<file path="config.mk">
export PLATFORM = sky130hd
export DESIGN_NAME = jt900h_cr_arb
export DESIGN_NICKNAME = d
export VERILOG_FILES = /design/src/rtl/jt900h_cr_arb_pkg.sv /design/src/rtl/jt900h_cr_arb.sv
export SDC_FILE = /design/constraint.sdc
export NUM_CORES = 1
export LEC_CHECK = 0
export CAP_MARGIN = 20
export CELL_PAD_IN_SITES_DETAIL_PLACEMENT = 0
export CELL_PAD_IN_SITES_GLOBAL_PLACEMENT = 2
export CORE_MARGIN = 2
export CORE_UTILIZATION = 30
export DETAILED_ROUTE_END_ITERATION = 16
export DONT_BUFFER_PORTS = 1
export GPL_ROUTABILITY_DRIVEN = 0
export PLACE_DENSITY = 0.76
export SLEW_MARGIN = 0
export SYNTH_ARGS = -nofsm -noshare
export SYNTH_HDL_FRONTEND = slang
export SYNTH_SLANG_ARGS = --single-unit
</file>
<file path="constraint.sdc">
create_clock -name clk -period 1.5 [get_ports clk]
set_input_delay 0.15 -clock clk [delete_from_list [all_inputs] [get_ports clk]]
set_output_delay 0.15 -clock clk [all_outputs]
set_load 0.03 [all_outputs]
</file>
<file path="src/rtl/jt900h_cr_arb_pkg.sv">
// Shared definitions for the control-register bus arbiter: state encodings
// and the default burst lock limit, also used by the micro-DMA engine.
package jt900h_cr_arb_pkg;

    typedef enum logic [1:0] {
        CRARB_IDLE  = 2'd0,
        CRARB_DMA   = 2'd1,
        CRARB_FLUSH = 2'd2
    } crarb_state_e;

    localparam int CRARB_LOCKMAX = 8;

endpackage

</file>
<file path="src/rtl/jt900h_cr_arb.sv">
// Control-register bus arbiter between the CPU register unit and the micro-DMA.
// CPU writes during a DMA burst are posted in a one-entry buffer and flushed afterwards.
module jt900h_cr_arb
    import jt900h_cr_arb_pkg::*;
#(
    parameter int LOCKMAX = CRARB_LOCKMAX,
    parameter int CW      = $clog2(LOCKMAX + 1)
) (
    input  logic        clk,
    input  logic        rst,
    input  logic        cen,
    input  logic [7:0]  cpu_cra,
    input  logic [31:0] cpu_crin,
    input  logic        cpu_we,
    input  logic        cpu_rd,
    output logic [31:0] cpu_cr,
    output logic        cpu_wait,
    input  logic        dma_req,
    input  logic        dma_lock,
    output logic        dma_gnt,
    input  logic [7:0]  dma_cra,
    input  logic [31:0] dma_crin,
    input  logic        dma_we,
    input  logic        dma_rd,
    output logic [31:0] dma_cr,
    output logic [7:0]  mmr_a,
    output logic [31:0] mmr_din,
    output logic        mmr_we,
    output logic        mmr_rd,
    input  logic [31:0] mmr_dout
);

    localparam logic [CW-1:0] LOCK_C = CW'(LOCKMAX);
    localparam logic [CW-1:0] ONE_C  = CW'(1);

    crarb_state_e  state_q, state_d;
    logic          pend_q, pend_d;
    logic [7:0]    buf_a_q, buf_a_d;
    logic [31:0]   buf_d_q, buf_d_d;
    logic [CW-1:0] cnt_q, cnt_d;
    logic          block_q, block_d;
    logic          waiting_s;
    logic          forced_s;

    assign waiting_s = pend_q | cpu_rd;
    // The cap trips on the edge that brings the wait count to LOCKMAX, so the
    // CPU never waits more than LOCKMAX cen cycles inside a burst.
    assign forced_s  = (cnt_q == LOCK_C) | (waiting_s & (cnt_q == LOCK_C - ONE_C));

    // State, posted-write buffer, burst counter and post-cap grant block
    always_ff @(posedge clk or posedge rst) begin
        if (rst) begin
            state_q <= CRARB_IDLE;
            pend_q  <= 1'b0;
            buf_a_q <= 8'd0;
            buf_d_q <= 32'd0;
            cnt_q   <= '0;
            block_q <= 1'b0;
        end else if (cen) begin
            state_q <= state_d;
            pend_q  <= pend_d;
            buf_a_q <= buf_a_d;
            buf_d_q <= buf_d_d;
            cnt_q   <= cnt_d;
            block_q <= block_d;
        end
    end

    // Next-state logic
    always_comb begin
        state_d = state_q;
        pend_d  = pend_q;
        buf_a_d = buf_a_q;
        buf_d_d = buf_d_q;
        cnt_d   = cnt_q;
        block_d = block_q;
        case (state_q)
            CRARB_IDLE: begin
                // Any CPU cycle in IDLE (access or idle) lifts the post-cap block
                block_d = 1'b0;
                if (dma_req && !cpu_we && !cpu_rd && !block_q) begin
                    state_d = CRARB_DMA;
                    cnt_d   = '0;
                end else begin
                    state_d = CRARB_IDLE;
                end
            end
            CRARB_DMA: begin
                if (cpu_we) begin
                    pend_d  = 1'b1;
                    buf_a_d = cpu_cra;
                    buf_d_d = cpu_crin;
                end else begin
                    pend_d  = pend_q;
                end
                if (waiting_s && (cnt_q != LOCK_C)) begin
                    cnt_d = cnt_q + ONE_C;
                end else begin
                    cnt_d = cnt_q;
                end
                if ((!dma_lock && !dma_req) || forced_s) begin
                    state_d = pend_d ? CRARB_FLUSH : CRARB_IDLE;
                    block_d = forced_s;
                end else begin
                    state_d = CRARB_DMA;
                end
            end
            CRARB_FLUSH: begin
                pend_d  = 1'b0;
                state_d = CRARB_IDLE;
            end
            default: begin
                state_d = CRARB_IDLE;
                pend_d  = 1'b0;
            end
        endcase
    end

    // MMR bus mux
    always_comb begin
        mmr_a   = cpu_cra;
        mmr_din = cpu_crin;
        mmr_we  = 1'b0;
        mmr_rd  = 1'b0;
        case (state_q)
            CRARB_IDLE: begin
                mmr_a   = cpu_cra;
                mmr_din = cpu_crin;
                mmr_we  = cpu_we;
                mmr_rd  = cpu_rd;
            end
            CRARB_DMA: begin
                mmr_a   = dma_cra;
                mmr_din = dma_crin;
                mmr_we  = dma_we & dma_gnt;
                mmr_rd  = dma_rd & dma_gnt;
            end
            CRARB_FLUSH: begin
                mmr_a   = buf_a_q;
                mmr_din = buf_d_q;
                mmr_we  = 1'b1;
                mmr_rd  = 1'b0;
            end
            default: begin
                mmr_we  = 1'b0;
                mmr_rd  = 1'b0;
            end
        endcase
    end

    assign dma_gnt  = (state_q == CRARB_DMA);
    assign cpu_wait = ((state_q == CRARB_DMA) & waiting_s) | (state_q == CRARB_FLUSH);
    assign cpu_cr   = mmr_dout;
    assign dma_cr   = mmr_dout;

endmodule

</file>
# == Yosys cells after proc, flatten, opt, wreduce, memory -nomap -nowiden ==
# Cells that the tools add are included.
# Widths: inputs -> output; s select.
# op_classes
addsub,1
n_eq_ne,8
muxes,16
bitwise_logic,8
reduce_logical,17
# op_table
op,n
$pmux 32 s2,1
$pmux 8 s2,1
$mux 4,2
$pmux 4 s2,1
$pmux 1 s2,3
$reduce_and 3->1,2
$logic_and 1x1->1,5
$logic_not 1->1,5
$add 4x1->4 const B,1
$and 1x1->1,4
$eq 4x3->1 const B,1
$eq 4x4->1 const B,1
$mux 1,4
$mux 2,2
$ne 2x1->1 const B,2
$ne 4x4->1 const B,1
$pmux 2 s2,1
$reduce_and 4->1,1
$or 1x1->1,3
$pmux 1 s3,1
$eq 2x1->1 const B,1
$eq 2x2->1 const B,1
$logic_not 2->1,1
$ne 2x2->1 const B,1
4 further kinds,4
# totals
ff_bits,48
in_bits,121
out_inout_bits,108
wordCells,56

# == Depth between registers and ports, before layout ==
# Gate-level depths: netlist of run 1.
# depth
word_depth,6
ltp_mapped,7
ltp_nobuf,6

# == Worst setup path before layout of run 1 ==
# OpenSTA, ideal clock, no wires.
# synth_path
kind,register to output
start,reg state_q[1]
end,out mmr_din[25]
t_arrival_ns,1.941
required_ns,1.350
slack_ns,-0.591
stages_incl_launch_ff,7
n_path_buf,2
cell_sequence,dfrtp_1 -> inv_1 -> ha_1 -> clkbuf_8 -> clkbuf_1 -> a22oi_1 -> a21oi_1
# synth_via
elab_chain_cells,2
elab_cells_between_ends,3
classes_between,eq/ne (2); mux (1)
# synth_rtl
element,line_no,source
start: declaration,jt900h_cr_arb.sv:36,"crarb_state_e state_q, state_d;"
start signal: assignment,jt900h_cr_arb.sv:60,state_q <= state_d;
$eq 2x1->1,--,
named net dma_gnt,jt900h_cr_arb.sv:20,"output logic dma_gnt,"
$pmux 32 s2,jt900h_cr_arb.sv:125,case (state_q)
end: declaration,jt900h_cr_arb.sv:27,"output logic [31:0] mmr_din,"
# The timed path passes the listed nets, and every way through them passes these cells.

# == Final worst setup path of run 1 ==
# layout_path
start,reg state_q[0]
end,out mmr_din[0]
# layout_via
elab_chain_cells,2
elab_cells_between_ends,3
classes_between,eq/ne (2); mux (1)
# layout_rtl
element,line_no
$eq 2x2->1 or $eq 2x1->1 (tied branches),jt900h_cr_arb.sv:125
$pmux 32 s2 (*),jt900h_cr_arb.sv:125
# Mark *: on every way between the ends. The rest lies on a longest branch, timed or not.

==> impl_metrics.py, run 1 <==
metrics = {
    "outcome": {
        "status": "finished with violations",
        "violations": "setup timing",
    },
    "setup_path": {
        "path_class": "reg2out",
        "start_kind": "flip-flop",
        "path_max_fanout": 11,
        "slowest_stage": "dfrtp_1",
        "timing.critical_path.cells": "inv_2 > ha_4 > clkbuf_16 > buf_4 > a21oi_4",
        "cp-end-kind": "output pin",
        "r2r_slack_ns": -0.11,
        "cp.required_ns": 1.35,
        "cp_slowest_stage_delay_ns": 0.40,
        "path_buf_inv": 3,
        "worstPathArrival_ns": 1.70,
        "crit_family": "buffers and inverters",
    },
    "timing": {
        "finalSetupTns_ns": -15.77,
        "finalCritPeriodShare_pct": 123,
        "hold_viol": 0,
        "clock.fmax_mhz": 541,
        "finalSetupViolCount": 85,
        "drv_slew": 0,
        "rsz0062_at_grt": "yes",
        "worst_pin_slew_ns": 0.609,
        "relSlewSlack_pct": 59.4,
        "setup_ws_ns": -0.349,
        "finClkSkew_ns": 0.0115,
        "worst_hold_slack_ns": 0.0152,
        "period_minus_slack_ns": 1.85,
    },
    "floorplanning": {
        "pin_count": 229,
        "dieArea_um2": 11900,
        "die_y_um": 109,
        "coreArea_um2": 10800,
        "dieWidth_um": 109,
        "row_count": 38,
        "start_util_pct": 30.6,
    },
    "clock_network": {
        "clock-sinks": 48,
        "clk_pin_slew_worst_paths_ns": 0.10,
        "numCtsBuffers": 5,
        "insertion_delay_ns": 0.30,
        "clock_path_buffers": 2,
        "clock-root-buffer": "clkbuf_8",
        "cts_tree": "built",
        "h-tree-depth": 2,
    },
    "logic_synthesis": {
        "syn_area_per_cell_um2": 9.24,
        "yosysTopAreaCell": "dfrtp_1",
        "synth-seq-area-share_pct": 36.3,
        "yosys-top-cells-count": "buf_4 (64), dfrtp_1 (48), nor2_1 (43)",
        "syn_inst": 358,
        "async_flop_share_pct": 100,
        "ys_warn_count": 0,
        "synth.top_cell.area_share_pct": 36.3,
        "synth_cell_types": 37,
        "ys_ff_latch": 48,
        "synth.top_cells.by_area": "dfrtp_1 (36%), buf_4 (15%), mux2_2 (14%)",
        "syn_nets": 485,
        "synth_area_um2": 3310,
        "synth_edf_count": 0,
        "synth_ff_type": "dfrtp_1",
        "yosysMostFrequentCell": "buf_4",
    },
    "global_route": {
        "antenna_found_initial": 0,
        "overflow": 0,
        "grt_max_degree": 30,
        "grt_pass1_wl_um": 13500,
        "track_usage_pct": 14.6,
        "grt_pass1_vias": 2709,
    },
    "detailed_routing": {
        "drtIter0Drc": 92,
        "routed_wl_um": 9240,
        "vias": 2671,
        "vias_per_cell": 5.23,
        "wl_per_cell_um": 18.1,
        "ant_nets": 0,
        "drcViolationCount": 0,
        "dr.pass1.iters": 4,
    },
    "worst_hold_path": {
        "hold_class": "in2reg",
    },
    "cells_and_area": {
        "fin_area_um2": 4830,
        "drive_gt1_share_pct": 53.4,
        "diodes": 0,
        "final_net_count": 497,
        "area.growth.synth_to_final_pct": 46.1,
    },
    "power_and_ir_drop": {
        "power.density_nw_per_um2": 1710,
        "leakage_uw": 0.00186,
        "vdd_drop_max_v": 0.000912,
    },
    "placed_design": {
        "pre_cts_ws_ns": -0.0157,
        "placed_cell_area_um2": 3740,
        "port_buffers": 0,
        "dp_hpwl_um": 6110,
    },
    "job": {
        "max_cap_viol_count": 0,
    },
}
[placed cells by master, fill, tap and decap left out, types with 2 or more instances in the layout]
| cell | Yosys | routed |
|---|---|---|
| mux2_2 | 40 | 38 |
| nand3_4 | 0 | 2 |
| buf_12 | 0 | 14 |
| ha_4 | 0 | 3 |
| a22oi_2 | 0 | 20 |
| nand2_1 | 5 | 5 |
| buf_6 | 0 | 14 |
| nand3_2 | 0 | 2 |
| buf_16 | 0 | 3 |
| nor2_1 | 43 | 26 |
| nor2_2 | 0 | 16 |
| a21oi_4 | 0 | 41 |
| inv_1 | 6 | 3 |
| inv_2 | 0 | 3 |
| o21ai_4 | 1 | 2 |
| o211ai_1 | 2 | 2 |
| dfrtp_1 | 48 | 48 |
| dlygate4sd3_1 | 0 | 42 |
| clkinv_2 | 0 | 2 |
| mux2_4 | 0 | 2 |
| clkbuf_8 | 1 | 5 |
| nand2b_1 | 3 | 3 |
| a21oi_1 | 42 | 2 |
| ha_1 | 6 | 3 |
| mux2i_1 | 2 | 2 |
| nand3_1 | 7 | 3 |
| a22oi_1 | 41 | 21 |
| buf_4 | 64 | 21 |
| o21ai_1 | 3 | 3 |
[cells by family after synthesis]
kind of cell             Yosys count  share of synthesized area, %
flip-flops                        48                          36.3
adder cells (fa/ha/maj)            6                          2.27
AND/OR/NAND/NOR                   66                          8.97
multiplexers                      42                          14.2
buffers and inverters             96                          18.7
AO/OA/AOI/OAI                    100                          19.5
[metrics by stage]
stage / instances / utilization [%] / power [uW]
final: 511 / 44.8 / 8240
after global routing: 511 / 44.8 / 8690
after CTS: 493 / 42.2 / 7860
after detailed placement: 434 / 34.7 / 6670
after global placement: 434 / 34.7 / 6590
after floorplan: 358 / - / 6340
[timing repair]
| action | CTS | global route |
|---|---|---|
| hold buffers | 42 | 0 |
| gates resized for setup | 43 | 35 |
| buffers inserted | 5 | 19 |
| pin swaps | 16 | 21 |
| gates cloned | 4 | 1 |
| endpoints found under the hold margin | 65 | 0 |
| endpoints found under the setup margin | 73 | 88 |
[power by group]
part	internal (uW)	total [uW]	leakage, uW	switching [uW]
clock	326	792	0.0000479	466
combinational	2310	5370	0.00124	3060
sequential	1760	2080	0.000573	321
[routing by layer]
metal / routed length (um) / global-route usage [%] / up-vias
met4: 289 / 6.68 / 0
met1: 3840 / 17.5 / 1311
met3: 719 / 3.95 / 35
met5: 0 / 0 / -
met2: 4400 / 24.4 / 99
li1: - / - / 1226
[worst reg2reg max path, cell delays in order, from the launching register on]
cell     delay (ns)
dfrtp_1        0.40
buf_4          0.16
ha_4           0.19
nand3_4        0.16
buf_6          0.13
buf_12         0.13
mux2_2         0.34
[path summary, 6_finish.rpt]
kind                               endpoint        start  cells after the start
max in group asynchronous       buf_d_q[31]          rst                      3
worst max register to register  buf_d_q[28]   state_q[0]                      6
min in group asynchronous       buf_d_q[14]          rst                      2
worst min register to register  buf_d_q[16]  buf_d_q[16]                      1
worst min-delay path             state_q[0]          cen                      2
worst max-delay path             mmr_din[0]   state_q[0]                      5
[flip-flops by register name (all words and copies together), names as in the netlist]
signal and flops:
cnt_q 4, state_q 2, buf_a_q 8, block_q 1
buf_d_q 32, pend_q 1
[final cells by class]
| class | count | area, um2 |
|---|---|---|
| fillers | 1005 | 5960 |
| clock buffers | 5 | 68.8 |
| clock inverters | 3 | 18.8 |
| well taps | 140 | 175 |
| flip-flops and latches | 48 | 1200 |
| inverters | 6 | 22.5 |
| multi-input cells | 214 | 2220 |
| repair buffers | 95 | 1120 |
Note: power is estimated with default switching activity, not from simulation.
==> run 2: changes to the inputs <==
--- a/config.mk
+++ b/config.mk
@@ -9,11 +9,12 @@
 export CELL_PAD_IN_SITES_DETAIL_PLACEMENT = 0
 export CELL_PAD_IN_SITES_GLOBAL_PLACEMENT = 2
 export CORE_MARGIN = 2
-export CORE_UTILIZATION = 30
+export CORE_UTILIZATION = 31
+export CTS_BUF_LIST = sky130_fd_sc_hd__clkbuf_8
 export DETAILED_ROUTE_END_ITERATION = 16
 export DONT_BUFFER_PORTS = 1
 export GPL_ROUTABILITY_DRIVEN = 0
-export PLACE_DENSITY = 0.76
+export PLACE_DENSITY_LB_ADDON = 0.1
 export SLEW_MARGIN = 0
 export SYNTH_ARGS = -nofsm -noshare
 export SYNTH_HDL_FRONTEND = slang
==> impl_metrics.py, run 2 (synthesis results as in run 1) <==
metrics = {
    "power_and_ir_drop": {
        "power_frac_comb_pct": 62.1,
        "leakage_uw": 0.00186,
        "internal_power_uw": 4690,
        "vdd_drop_max_v": 0.000847,
        "power.total_uw": 8560,
        "power_frac_clock_pct": 13.5,
        "power.density_nw_per_um2": 1800,
        "switching_power_uw": 3860,
        "switching_share_pct": 45.2,
        "seq_power_share_pct": 24.3,
    },
    "clock_network": {
        "clock-root-buffer": "clkbuf_8",
        "clk_pin_slew_worst_paths_ns": 0.09,
        "clock_path_buffers": 2,
        "h-tree-depth": 2,
        "clock-sinks": 48,
        "insertion_delay_ns": 0.31,
        "numCtsBuffers": 5,
        "cts_tree": "built",
    },
    "timing": {
        "finClkSkew_ns": 0.0184,
        "period_minus_slack_ns": 1.84,
        "worst_pin_slew_ns": 0.602,
        "rsz0062_at_grt": "yes",
        "finalSetupViolCount": 87,
        "hold_viol": 0,
        "finalCritPeriodShare_pct": 123,
        "clock.fmax_mhz": 543,
        "worst_hold_slack_ns": 0.0189,
        "relSlewSlack_pct": 59.8,
        "drv_slew": 0,
        "setup_ws_ns": -0.342,
    },
    "global_route": {
        "overflow": 0,
        "grt_max_degree": 28,
        "grt_pass1_vias": 2718,
        "antenna_found_initial": 0,
        "track_usage_pct": 15.9,
        "grt_pass1_wl_um": 14400,
    },
    "setup_path": {
        "path_max_fanout": 27,
        "start_kind": "flip-flop",
        "cp-end-kind": "output pin",
        "crit_family": "buffers and inverters",
        "slowest_stage": "dfrtp_1",
        "path_buf_inv": 3,
        "path_common_cell": "buf_4",
        "worstPathArrival_ns": 1.69,
        "timing.critical_path.cells": "buf_4 > ha_2 > buf_12 > buf_4 > a221oi_4 > nor2_4",
        "cp.required_ns": 1.35,
        "path_class": "reg2out",
        "cp_slowest_stage_delay_ns": 0.40,
    },
    "cells_and_area": {
        "diodes": 0,
        "final_net_count": 490,
        "area.growth.synth_to_final_pct": 43.5,
        "drive_gt1_share_pct": 50.0,
        "layout_commonest_cell": "dfrtp_1",
        "fin_util_pct": 46.0,
        "layout_common_cells": "dfrtp_1 (48), dlygate4sd3_1 (42), a21oi_4 (40)",
        "fin_cells": 500,
        "largestRegisters": "buf_d_q x32, buf_a_q x8, cnt_q x4",
        "largest_reg_flops": 32,
        "top_register": "buf_d_q",
    },
    "floorplanning": {
        "dieWidth_um": 107,
        "row_count": 37,
        "pin_count": 229,
        "coreArea_um2": 10300,
        "start_util_pct": 32.0,
        "die_y_um": 107,
        "dieArea_um2": 11500,
    },
    "job": {
        "max_cap_viol_count": 0,
    },
    "worst_hold_path": {
        "hold_class": "in2reg",
    },
    "placed_design": {
        "port_buffers": 0,
        "dp_cells": 438,
        "pre_cts_ws_ns": -0.0337,
        "dp_hpwl_um": 6060,
    },
    "outcome": {
        "violations": "setup timing",
        "status": "finished with violations",
    },
    "detailed_routing": {
        "routed_wl_um": 9500,
        "vias_per_cell": 5.27,
        "drtIter0Drc": 131,
        "drcViolationCount": 0,
        "wl_per_cell_um": 19.0,
        "vias": 2636,
        "ant_nets": 0,
        "dr.pass1.iters": 4,
    },
}
==> run 2: changes by cell type in the layout (fill, tap and decap cells not counted), sizes merged <==
cell | previous run | this run
buf | 52 | 44
clkbuf | 6 | 7
bufinv | 0 | 2
clkinv | 3 | 0
inv | 6 | 7
==> run 2: metal layers <==
metal / vias up / wire [um] / GRT usage [%]
met3: 15 / 878 / 5.08
met1: 1291 / 4110 / 20.0
met2: 113 / 4380 / 26.4
li1: 1217 / - / -
met4: 0 / 135 / 3.80
met5: - / 0 / 0
==> run 2: layout make-up <==
type | instances | area, um2
fill | 954 | 5580
multi-input combinational | 214 | 2200
sequential | 48 | 1200
timing repair buffer | 88 | 1010
tap | 136 | 170
clock buffer | 5 | 68.8
clock inverter | 3 | 68.8
inverter | 6 | 22.5
==> run 2: path summary, 6_finish.rpt <==
kind / startpoint / end / slack, ns / cells past startpoint
setup / recovery: state_q[1] / mmr_we / -0.34 / 6
hold / removal: cen / state_q[0] / 0.02 / 2
setup reg to reg: state_q[0] / buf_d_q[7] / -0.33 / 7
hold reg to reg: buf_d_q[31] / buf_d_q[31] / 0.52 / 1
max in group asynchronous: rst / cnt_q[0] / 0.59 / 3
min in group asynchronous: rst / buf_d_q[23] / 0.36 / 2
==> run 2: repair_timing <==
action	4_1_cts	5_1_grt
pin swaps	20	7
buffers inserted	5	1
cloned	3	3
gates resized for setup	42	21
hold buffers	42	0
hold endpoints to repair	66	0
setup endpoints to repair	85	89
==> run 2: through the flow <==
| stage | setup TNS, ns | cell area [um2] |
|---|---|---|
| floorplan | -1.14 | 3990 |
| finish | -25.22 | 4750 |
| global placement | -0.407 | 3740 |
| global route | -31.89 | 4750 |
| CTS | -24.13 | 4590 |
| detailed placement | -0.918 | 3740 |
==> run 2: power by group through the flow <==
stage               clock network (uW)  registers, uW  logic [uW]
detailed placement                   0           2060        4570
finish                            1160           2080        5320
CTS                               1200           2060        5170
global route                      1260           2140        5620
global placement                     0           2050        4550
floorplan                            0           1980        4360
